**config.mk**
```make
export PLATFORM = sky130hd
export DESIGN_NAME = audio_gain_stage
export DESIGN_NICKNAME = d
export VERILOG_FILES = /design/src/rtl/audio_pkg.sv /design/src/rtl/audio_sat_shift.sv /design/src/rtl/audio_gain_stage.sv
export SDC_FILE = /design/constraint.sdc
export NUM_CORES = 1
export LEC_CHECK = 0
export CAP_MARGIN = 0
export CORE_MARGIN = 10
export CORE_UTILIZATION = 25
export DETAILED_ROUTE_END_ITERATION = 8
export GPL_TIMING_DRIVEN = 1
export MAX_ROUTING_LAYER = met4
export PLACE_DENSITY = 0.55
export SYNTH_ARGS = -nofsm -noshare
export SYNTH_HDL_FRONTEND = slang
export SYNTH_SLANG_ARGS = --single-unit
```
**constraint.sdc**
```tcl
create_clock -name CLOCK_50 -period 8.9 [get_ports CLOCK_50]
set_clock_uncertainty 0.1 [all_clocks]
set_input_delay 1.78 -clock CLOCK_50 [delete_from_list [all_inputs] [get_ports CLOCK_50]]
set_output_delay 1.78 -clock CLOCK_50 [all_outputs]
set_load 0.02 [all_outputs]
```
**src/rtl/audio_pkg.sv**
```systemverilog
// Shared widths, saturation limits and FSM state encoding for the audio gain stage.
package audio_pkg;

  localparam int unsigned DATA_W = 32;
  localparam int unsigned GAIN_W = 3;

  localparam logic [DATA_W-1:0] SAMPLE_MAX = {1'b0, {(DATA_W-1){1'b1}}};
  localparam logic [DATA_W-1:0] SAMPLE_MIN = {1'b1, {(DATA_W-1){1'b0}}};

  typedef enum logic [1:0] {
    StIdle,
    StCalc,
    StSend
  } state_e;

endpackage

```
**src/rtl/audio_sat_shift.sv**
```systemverilog
// Combinational arithmetic left shift of a signed sample with saturation to the
// sample range; clip flags that saturation occurred.
module audio_sat_shift #(
  parameter int unsigned DATA_W = audio_pkg::DATA_W,
  parameter int unsigned GAIN_W = audio_pkg::GAIN_W
) (
  input  logic [DATA_W-1:0] sample,
  input  logic [GAIN_W-1:0] shift,
  output logic [DATA_W-1:0] result,
  output logic              clip
);

  localparam int unsigned ExtW = DATA_W + (2 ** GAIN_W) - 1;

  logic signed [ExtW-1:0]   prod;
  logic        [ExtW-DATA_W:0] top_bits;

  always_comb begin
    prod     = $signed({{(ExtW - DATA_W){sample[DATA_W-1]}}, sample}) <<< shift;
    // In range only if every bit above the result's sign bit matches it.
    top_bits = prod[ExtW-1:DATA_W-1];
    clip     = !((&top_bits) || (~|top_bits));
    if (!clip) begin
      result = prod[DATA_W-1:0];
    end else if (prod[ExtW-1]) begin
      result = {1'b1, {(DATA_W-1){1'b0}}};
    end else begin
      result = {1'b0, {(DATA_W-1){1'b1}}};
    end
  end

endmodule

```
**src/rtl/audio_gain_stage.sv**
```systemverilog
// Capture-to-playback gain stage: reads a stereo pair, applies a ramped shift gain
// with saturation (or mute/bypass), then holds it until playback accepts it.
module audio_gain_stage
  import audio_pkg::*;
#(
  parameter int unsigned DATA_W    = audio_pkg::DATA_W,
  parameter int unsigned GAIN_W    = audio_pkg::GAIN_W,
  parameter int unsigned CLIP_HOLD = 2500000
) (
  input  logic              CLOCK_50,
  input  logic              reset,
  input  logic              in_available,
  input  logic [DATA_W-1:0] in_left,
  input  logic [DATA_W-1:0] in_right,
  output logic              in_read,
  input  logic              out_allowed,
  output logic              out_write,
  output logic [DATA_W-1:0] out_left,
  output logic [DATA_W-1:0] out_right,
  input  logic [GAIN_W-1:0] gain_target,
  input  logic              bypass,
  input  logic              mute,
  output logic [GAIN_W-1:0] gain_cur,
  output logic              clip
);

  localparam int unsigned CntW = $clog2(CLIP_HOLD + 1);

  state_e            state_q;
  logic [DATA_W-1:0] lat_left_q, lat_right_q;
  logic [DATA_W-1:0] sat_left, sat_right;
  logic              sat_clip_left, sat_clip_right;
  logic [GAIN_W-1:0] gain_next;
  logic [CntW-1:0]   clip_cnt_q;

  // Step at most one toward the target per sample to avoid zipper noise.
  always_comb begin
    gain_next = gain_cur;
    if (gain_target > gain_cur) begin
      gain_next = gain_cur + GAIN_W'(1);
    end else if (gain_target < gain_cur) begin
      gain_next = gain_cur - GAIN_W'(1);
    end
  end

  audio_sat_shift #(
    .DATA_W (DATA_W),
    .GAIN_W (GAIN_W)
  ) u_sat_left (
    .sample (lat_left_q),
    .shift  (gain_next),
    .result (sat_left),
    .clip   (sat_clip_left)
  );

  audio_sat_shift #(
    .DATA_W (DATA_W),
    .GAIN_W (GAIN_W)
  ) u_sat_right (
    .sample (lat_right_q),
    .shift  (gain_next),
    .result (sat_right),
    .clip   (sat_clip_right)
  );

  // Strobes are gated by reset so an in-flight sample is never written out.
  assign in_read   = !reset && (state_q == StIdle) && in_available;
  assign out_write = !reset && (state_q == StSend) && out_allowed;
  assign clip      = (clip_cnt_q != '0);

  always_ff @(posedge CLOCK_50) begin
    if (reset) begin
      state_q     <= StIdle;
      lat_left_q  <= '0;
      lat_right_q <= '0;
      out_left    <= '0;
      out_right   <= '0;
      gain_cur    <= '0;
      clip_cnt_q  <= '0;
    end else begin
      if (clip_cnt_q != '0) begin
        clip_cnt_q <= clip_cnt_q - CntW'(1);
      end
      unique case (state_q)
        StIdle: begin
          if (in_available) begin
            lat_left_q  <= in_left;
            lat_right_q <= in_right;
            state_q     <= StCalc;
          end
        end
        StCalc: begin
          gain_cur <= gain_next;
          if (mute) begin
            out_left  <= '0;
            out_right <= '0;
          end else if (bypass) begin
            out_left  <= lat_left_q;
            out_right <= lat_right_q;
          end else begin
            out_left  <= sat_left;
            out_right <= sat_right;
            if (sat_clip_left || sat_clip_right) begin
              clip_cnt_q <= CntW'(CLIP_HOLD);
            end
          end
          state_q <= StSend;
        end
        StSend: begin
          if (out_allowed) begin
            state_q <= StIdle;
          end
        end
        default: state_q <= StIdle;
      endcase
    end
  end

endmodule

```
==> summary.txt, run 1 <==
Pwr
  • P_sw: around 0.82 mW
  • Sequential share of power: a little over a third
  • Switching Fraction: a little over a third
  • Combinational share of power: about 33%
  • Maximum vdd drop: 145 uV
  • Clock share of power: 31.1%
  • Pwr per Cell Area: 214 nW/um^2
  • LEAKAGE: 3.85 nW
  • Internal power: roughly 1.5 mW

Route
  • WL met1: between 10,000 and 15,000 um
  • Wirelength per Cell: 17.3 um
  • DRT Pass-1 Iters: 5
  • Initial DRC count: between 400 and 500
  • Via count: approximately 8,000
  • DRC viols: 0
  • WL met3: approximately 1200 um
  • Wire length on met2: roughly 12,000 um
  • Final WL: between 20,000 and 30,000 um
  • DR top layer: met4
  • Post-DRT Antenna Nets: 0
  • Vias per Instance: just under 5

Synth
  • Synthesized instance count: between 1,000 and 1,500
  • Post-Syn Nets: approximately 1,100
  • Register area share after synthesis: approximately 37%
  • FFs w/ async S/R, synth: 0%
  • Synthesis-stage register bit count: around 160
  • Ys Warns: 0
  • Primary FF master, synth: dfxtp_1
  • Mapped Area: about 8500 sq um
  • Unique masters post-synth: between 60 and 70
  • Number of enable flip-flop cells after synthesis: 0
  • Syn_area_per_cell: roughly 8.1 sq um

STA
  • Fin. Hold Viols: 0
  • Setup TNS: 0 ps
  • RSZ-0062 raised after global routing: false
  • Pins over their slew limit: 0
  • Final period utilization: between 70 and 80%
  • Hold Worst Slack: ~360 ps
  • Final setup viols: 0
  • Worst slew margin: between 10% and 20%
  • Worst Tran Pin Value: roughly 1200 ps
  • Min Tclk post-route: 6440 ps
  • Maximum clock rate: between 150 and 200 MHz

Clocking
  • Clock tree sinks: 155
  • Num CTS Buffers: 17
  • PostCTS Resize Cnt: 0
  • Clk root buf: clkbuf_16
  • Post-CTS Setup Repair Bufs: 0
  • CTS tree: done
  • Clock Latency Late Sink: 420 ps
  • Maximum clock path buffer count: 2
  • CTS H-tree depth: 4
  • Hold Buf Count CTS: 0
  • Clk slew on worst S/H paths: about 60 ps

Critical path
  • Required time of the critical path: 9070 ps
  • Crit path DAT: 6620 ps
  • CP endpoint kind: flip-flop
  • Crit-path max FO: 64
  • Crit start category: input port
  • Crit Path Class: input port to flip-flop

Layout
  • Commonest non-fill, non-tap cell in the layout: nand2_1
  • Share of cells above drive strength 1: 5.85%
  • Synth-to-Final Area Change: 27.6%
  • N_diodes: 0
  • Cell area after layout: between 10,000 and 15,000 sq um
  • Fill count: roughly 3,600
  • Non-filler cells, final: approximately 1,600
  • Commonest cells after routing, fill and taps aside: nand2_1 (242), dfxtp_1 (155), clkdlybuf4s50_1 (140), mux2i_1 (114), a21oi_1 (77)
  • Final net count: ~1,200

Run
  • Max-cap violations: 0

Die
  • Initial core utilization: about a quarter
  • Die area: around 42,000 sq um
  • Horiz. Die Dim: just over 200 um
  • FP Rows: between 60 and 70
  • IO Pins: approximately 140
  • Vert. Die Dim: 204 um
  • Core area: 33,500 sq um

Global routing
  • Largest net degree at the start of global routing: between 60 and 70
  • First-pass GRT wire length: 43,700 um
  • GRT overflow: 0
  • GRT Total Usage: about an eighth
  • Vias in the first global route: approximately 7,700
  • Initial antenna violation count: 0

Placed design
  • DP Cell Count: ~1,600
  • DP HPWL: 19,800 um
  • Area of placed instances: slightly above 10,000 sq um
  • I/O Buffers: 142
  • GPL Wtd Cong: just over 0.8

Hold path
  • Worst Hold Class: flip-flop to flip-flop

Run status
  • Outcome: completed
==> power groups by stage <==
| stage | clock network [mW] | logic [mW] | registers [mW] |
|---|---|---|---|
| global route | 0.767 | 0.852 | 0.837 |
| CTS | 0.735 | 0.771 | 0.826 |
| floorplan | 0 | 0.566 | 0.835 |
| global placement | 0 | 0.758 | 0.839 |
| finish | 0.720 | 0.768 | 0.826 |
| detailed placement | 0 | 0.767 | 0.841 |
==> metrics by stage <==
stage / worst slack (ps) / total power [mW] / util (%)
2_1_floorplan: 4190 / 1.40 / -
3_3_place_gp: 2150 / 1.60 / 30.6
3_5_place_dp: 2030 / 1.61 / 30.6
4_1_cts: 2440 / 2.33 / 32.3
5_1_grt: 2060 / 2.46 / 32.3
6_report: 2460 / 2.31 / 32.3
==> kinds of logic (layout without fill, tap and decap cells) <==
family / Yosys count / in the layout / share of synthesized area, %
buffers and inverters: 98 / 197 / 4.85
and+or+nand+nor: 423 / 423 / 22.3
xor gates and xnor gates: 21 / 21 / 2.43
AOI/OAI and AO/OA: 225 / 225 / 18.8
muxes: 119 / 119 / 14.1
DFF: 155 / 155 / 36.6
adders and majority gates: 6 / 6 / 0.885
==> flip-flops by register name, indices dropped and copies added, names as in the netlist <==
name / count
clip_cnt_q: 22
lat_right_q: 32
state_q: 2
out_right: 32
gain_cur: 3
out_left: 32
lat_left_q: 32
==> worst paths after layout <==
kind / start / end / slack, ps / cells after the start
max: gain_target[2] / out_left[11] / 2460 / 13
min: out_left[22] / out_left[22] / 360 / 2
max reg2reg: gain_cur[2] / out_left[11] / 3480 / 13
min reg2reg: out_left[22] / out_left[22] / 360 / 2
==> per-layer routing <==
layer	global-route usage, %	up-vias
li1	-	3908
met1	17.7	3674
met2	20.4	187
met3	2.44	19
met4	3.44	0
met5	-	-
==> worst max-delay path, cell delays in order <==
cell,delay (ps)
clkdlybuf4s50_1,400
ha_1,330
nand2_1,80
o21ai_2,260
mux2i_2,520
xnor2_4,160
buf_4,520
mux2i_1,360
nor2_1,60
and4_1,220
a41oi_2,950
a31o_2,710
o21ai_0,200
==> synthesized netlist by cell type, types with 3 or more instances <==
library cell / n / share of area [%]
nor4_1: 7 / 0.52
xnor2_2: 3 / 0.58
buf_6: 3 / 0.40
and2_1: 19 / 1.4
o2111ai_1: 4 / 0.41
xnor2_1: 14 / 1.4
a21oi_1: 77 / 4.5
ha_1: 6 / 0.89
dfxtp_1: 155 / 37
a41o_1: 3 / 0.35
nor3_1: 26 / 1.5
a2bb2oi_1: 3 / 0.31
xor2_1: 4 / 0.41
mux2i_1: 115 / 14
and3_1: 4 / 0.30
a2111oi_0: 21 / 2.2
nand2b_1: 30 / 2.2
a31oi_1: 6 / 0.44
buf_1: 10 / 0.44
mux2_2: 3 / 0.40
o31ai_1: 21 / 1.9
o22ai_1: 5 / 0.37
nand3_1: 8 / 0.47
clkbuf_1: 61 / 2.7
a211oi_1: 8 / 0.71
inv_1: 9 / 0.40
nand2_1: 243 / 11
o21ai_0: 23 / 1.4
nor2b_1: 4 / 0.30
buf_2: 14 / 0.83
nand4_1: 25 / 1.8
a22o_1: 6 / 0.62
a32o_1: 26 / 3.1
nor2_1: 49 / 2.2
==> layout make-up <==
cell class / instances / area, sq um / share of cell area, %
Multi-Input combinational cell: 794 / 5040 / 46.5
Timing Repair Buffer: 156 / 1520 / 14.0
Inverter: 9 / 33.8 / 0.312
Tap cell: 448 / 561 / 5.18
Clock buffer: 22 / 454 / 4.20
Sequential cell: 155 / 3100 / 28.7
Clock inverter: 10 / 116 / 1.08
No activity file was read; power rests on OpenSTA's default activity.
==> run 2: changes to the inputs <==
==> constraint.sdc (replaced) <==
create_clock -name CLOCK_50 -period 5.95 [get_ports CLOCK_50]
set_clock_uncertainty 0.1 [all_clocks]
set_input_delay 1.19 -clock CLOCK_50 [delete_from_list [all_inputs] [get_ports CLOCK_50]]
set_output_delay 1.19 -clock CLOCK_50 [all_outputs]
set_load 0.02 [all_outputs]
==> run 2 against run 1 <==
  * Largest power group unchanged
  * Sequential cell count did not move
  * Largest cell class unchanged
  * Critical path depth rose by 1
  * Die area did not move
  * Cell area rose by 0.24%
  * Non-clock buffer count rose by 4
  * Sequential share of layout area fell by 0.070 points
  * Setup slack got worse by 1300 ps
  * Critical path type unchanged
  * Total power rose by 50%
  * Combinational power rose by 52%
  * Via count rose by 0.78%
  * Register-to-register slack got worse by 1800 ps
==> summary.txt, run 2 (synthesis gave the netlist of run 1 again) <==
Run status
  • Outcome: completed

Pwr
  • LEAKAGE: roughly 3.9 nW
  • Maximum vdd drop: approximately 230 uV
  • Pwr per Cell Area: ~320 nW/um^2
  • Total power: between 3 and 4 mW

Critical path
  • CP Cell Sequence: clkdlybuf4s50_1 -> inv_1 -> ha_1 -> nand3_2 -> a21oi_4 -> xnor2_4 -> mux2i_1 -> mux2i_1 -> a21oi_1 -> nor2_1 -> a41o_1 -> a2111oi_4 -> buf_4 -> nor3_1
  • Crit path largest cell delay: ~620 ps
  • Crit-path max FO: 20
  • Crit path DAT: about 5000 ps
  • Crit Path Class: input port to flip-flop
  • Slowest CP cell: xnor2_4
  • CP endpoint kind: flip-flop
  • Required time of the critical path: about 6100 ps
  • Crit start category: input port
  • Crit path top cell by count: mux2i_1
  • CP top delay family: compound AO/OA/AOI/OAI gates
  • CP bufs+invs: 3

Layout
  • Register Area: about 3100 sq um
  • Fill count: 3,553
  • Final core utilization: ~32%
  • Final net count: approximately 1,200
  • Commonest cells after routing, fill and taps aside: nand2_1 (242), dfxtp_1 (155), clkdlybuf4s50_1 (140), mux2i_1 (114), a21oi_1 (77)
  • Area of the multi-input gates: slightly above 5000 sq um
  • Commonest non-fill, non-tap cell in the layout: nand2_1
  • Non-filler cells, final: about 1,600
  • Share of cells above drive strength 1: between 6 and 7%
  • Synth-to-Final Area Change: 27.9%

STA
  • Fin. Hold Viols: 0
  • Setup TNS: 0 ps
  • Maximum clock rate: about 210 MHz
  • Final period utilization: between 80% and 90%
  • Min Tclk post-route: around 4800 ps
  • Final setup viols: 0
  • Worst slew margin: 42.1%
  • Pins over their slew limit: 0
  • Hold Worst Slack: roughly 360 ps
  • Worst Tran Pin Value: around 860 ps
  • RSZ-0062 raised after global routing: false

Clocking
  • Clock tree sinks: between 150 and 200
  • Post-CTS Setup Repair Bufs: 0
  • PostCTS Resize Cnt: 0
  • Num CTS Buffers: 17
  • CTS tree: done
  • Clk root buf: clkbuf_16
  • Hold Buf Count CTS: 0
  • Maximum clock path buffer count: 2
  • Clk slew on worst S/H paths: around 70 ps
  • CTS H-tree depth: 4
  • Clock Latency Late Sink: 430 ps

Route
  • Vias per Instance: about 5
  • DRC viols: 0
  • Via count: slightly below 8,000
  • Initial DRC count: approximately 520
  • DRT Pass-1 Iters: 5
  • Final WL: approximately 28,000 um
  • Post-DRT Antenna Nets: 0
  • Wirelength per Cell: around 17 um

Die
  • Horiz. Die Dim: 204 um
  • Initial core utilization: 25.3%
  • IO Pins: 143
  • Vert. Die Dim: roughly 200 um
  • FP Rows: 67
  • Core area: 33,500 sq um
  • Die area: between 40,000 and 50,000 sq um

Global routing
  • GRT Total Usage: around 13%
  • GRT overflow: 0
  • First-pass GRT wire length: 44,200 um
  • Largest net degree at the start of global routing: 66
  • Vias in the first global route: approximately 7,700
  • Initial antenna violation count: 1

Hold path
  • Worst Hold Class: flip-flop to flip-flop

Placed design
  • I/O Buffers: roughly 140
  • DP Cell Count: between 1,500 and 2,000
  • GPL Wtd Cong: roughly 0.86
  • DP HPWL: 20,000 um

Run
  • Max-cap violations: 0
[run 2: cell types whose count changed in the layout (fill, tap and decap cells not counted)]
| cell | delta |
|---|---|
| buf_4 | +4 |
| diode_2 | +1 |
| bufinv_16 | -2 |
| clkinv_4 | -1 |
| inv_6 | +5 |
| inv_8 | +2 |
| clkbuf_1 | -4 |
| clkinv_8 | +1 |
| clkinv_2 | -1 |
[run 2: through the flow]
step	setup slack, ps	instance area, sq um
4_1_cts	1200	10800
3_3_place_gp	799	10300
3_5_place_dp	745	10300
5_1_grt	903	10800
2_1_floorplan	1890	8480
6_report	1190	10800
[run 2: where the power goes]
| group | switching, mW | total [mW] | internal, mW |
|---|---|---|---|
| combinational | 0.698 | 1.17 | 0.473 |
| clock | 0.493 | 1.05 | 0.561 |
| sequential | 0.0965 | 1.23 | 1.14 |
[run 2: worst paths after layout]
kind	startpoint	endpoint	slack (ps)	cells after the start
setup / recovery	gain_target[0]	clip_cnt_q[3]	1190	14
hold / removal	out_left[3]	out_left[3]	360	2
setup reg to reg	gain_cur[2]	out_right[7]	1640	13
hold reg to reg	out_left[3]	out_left[3]	360	2
[run 2: worst min-delay path, cell delays in order, from the launching register on]
cell and delay (ps):
dfxtp_1 330, nand2_1 40, o21ai_0 50
[run 2: per-layer routing]
metal / routed length, um / global-route usage (%) / up-vias
met1: 13500 / 18.0 / 3671
met4: 300 / 3.46 / 0
met5: 0 / - / -
met3: 1550 / 2.69 / 18
met2: 12500 / 20.4 / 222
li1: - / - / 3938
[run 2: layout make-up]
cell class              instances  share of cell area, %
well taps                     448                   5.17
multi-input cells             794                   46.4
clock inverters                14                   1.15
clock buffers                  18                   4.05
diodes                          1                 0.0231
flip-flops and latches        155                   28.6
inverters                       9                  0.311
repair buffers                160                   14.3
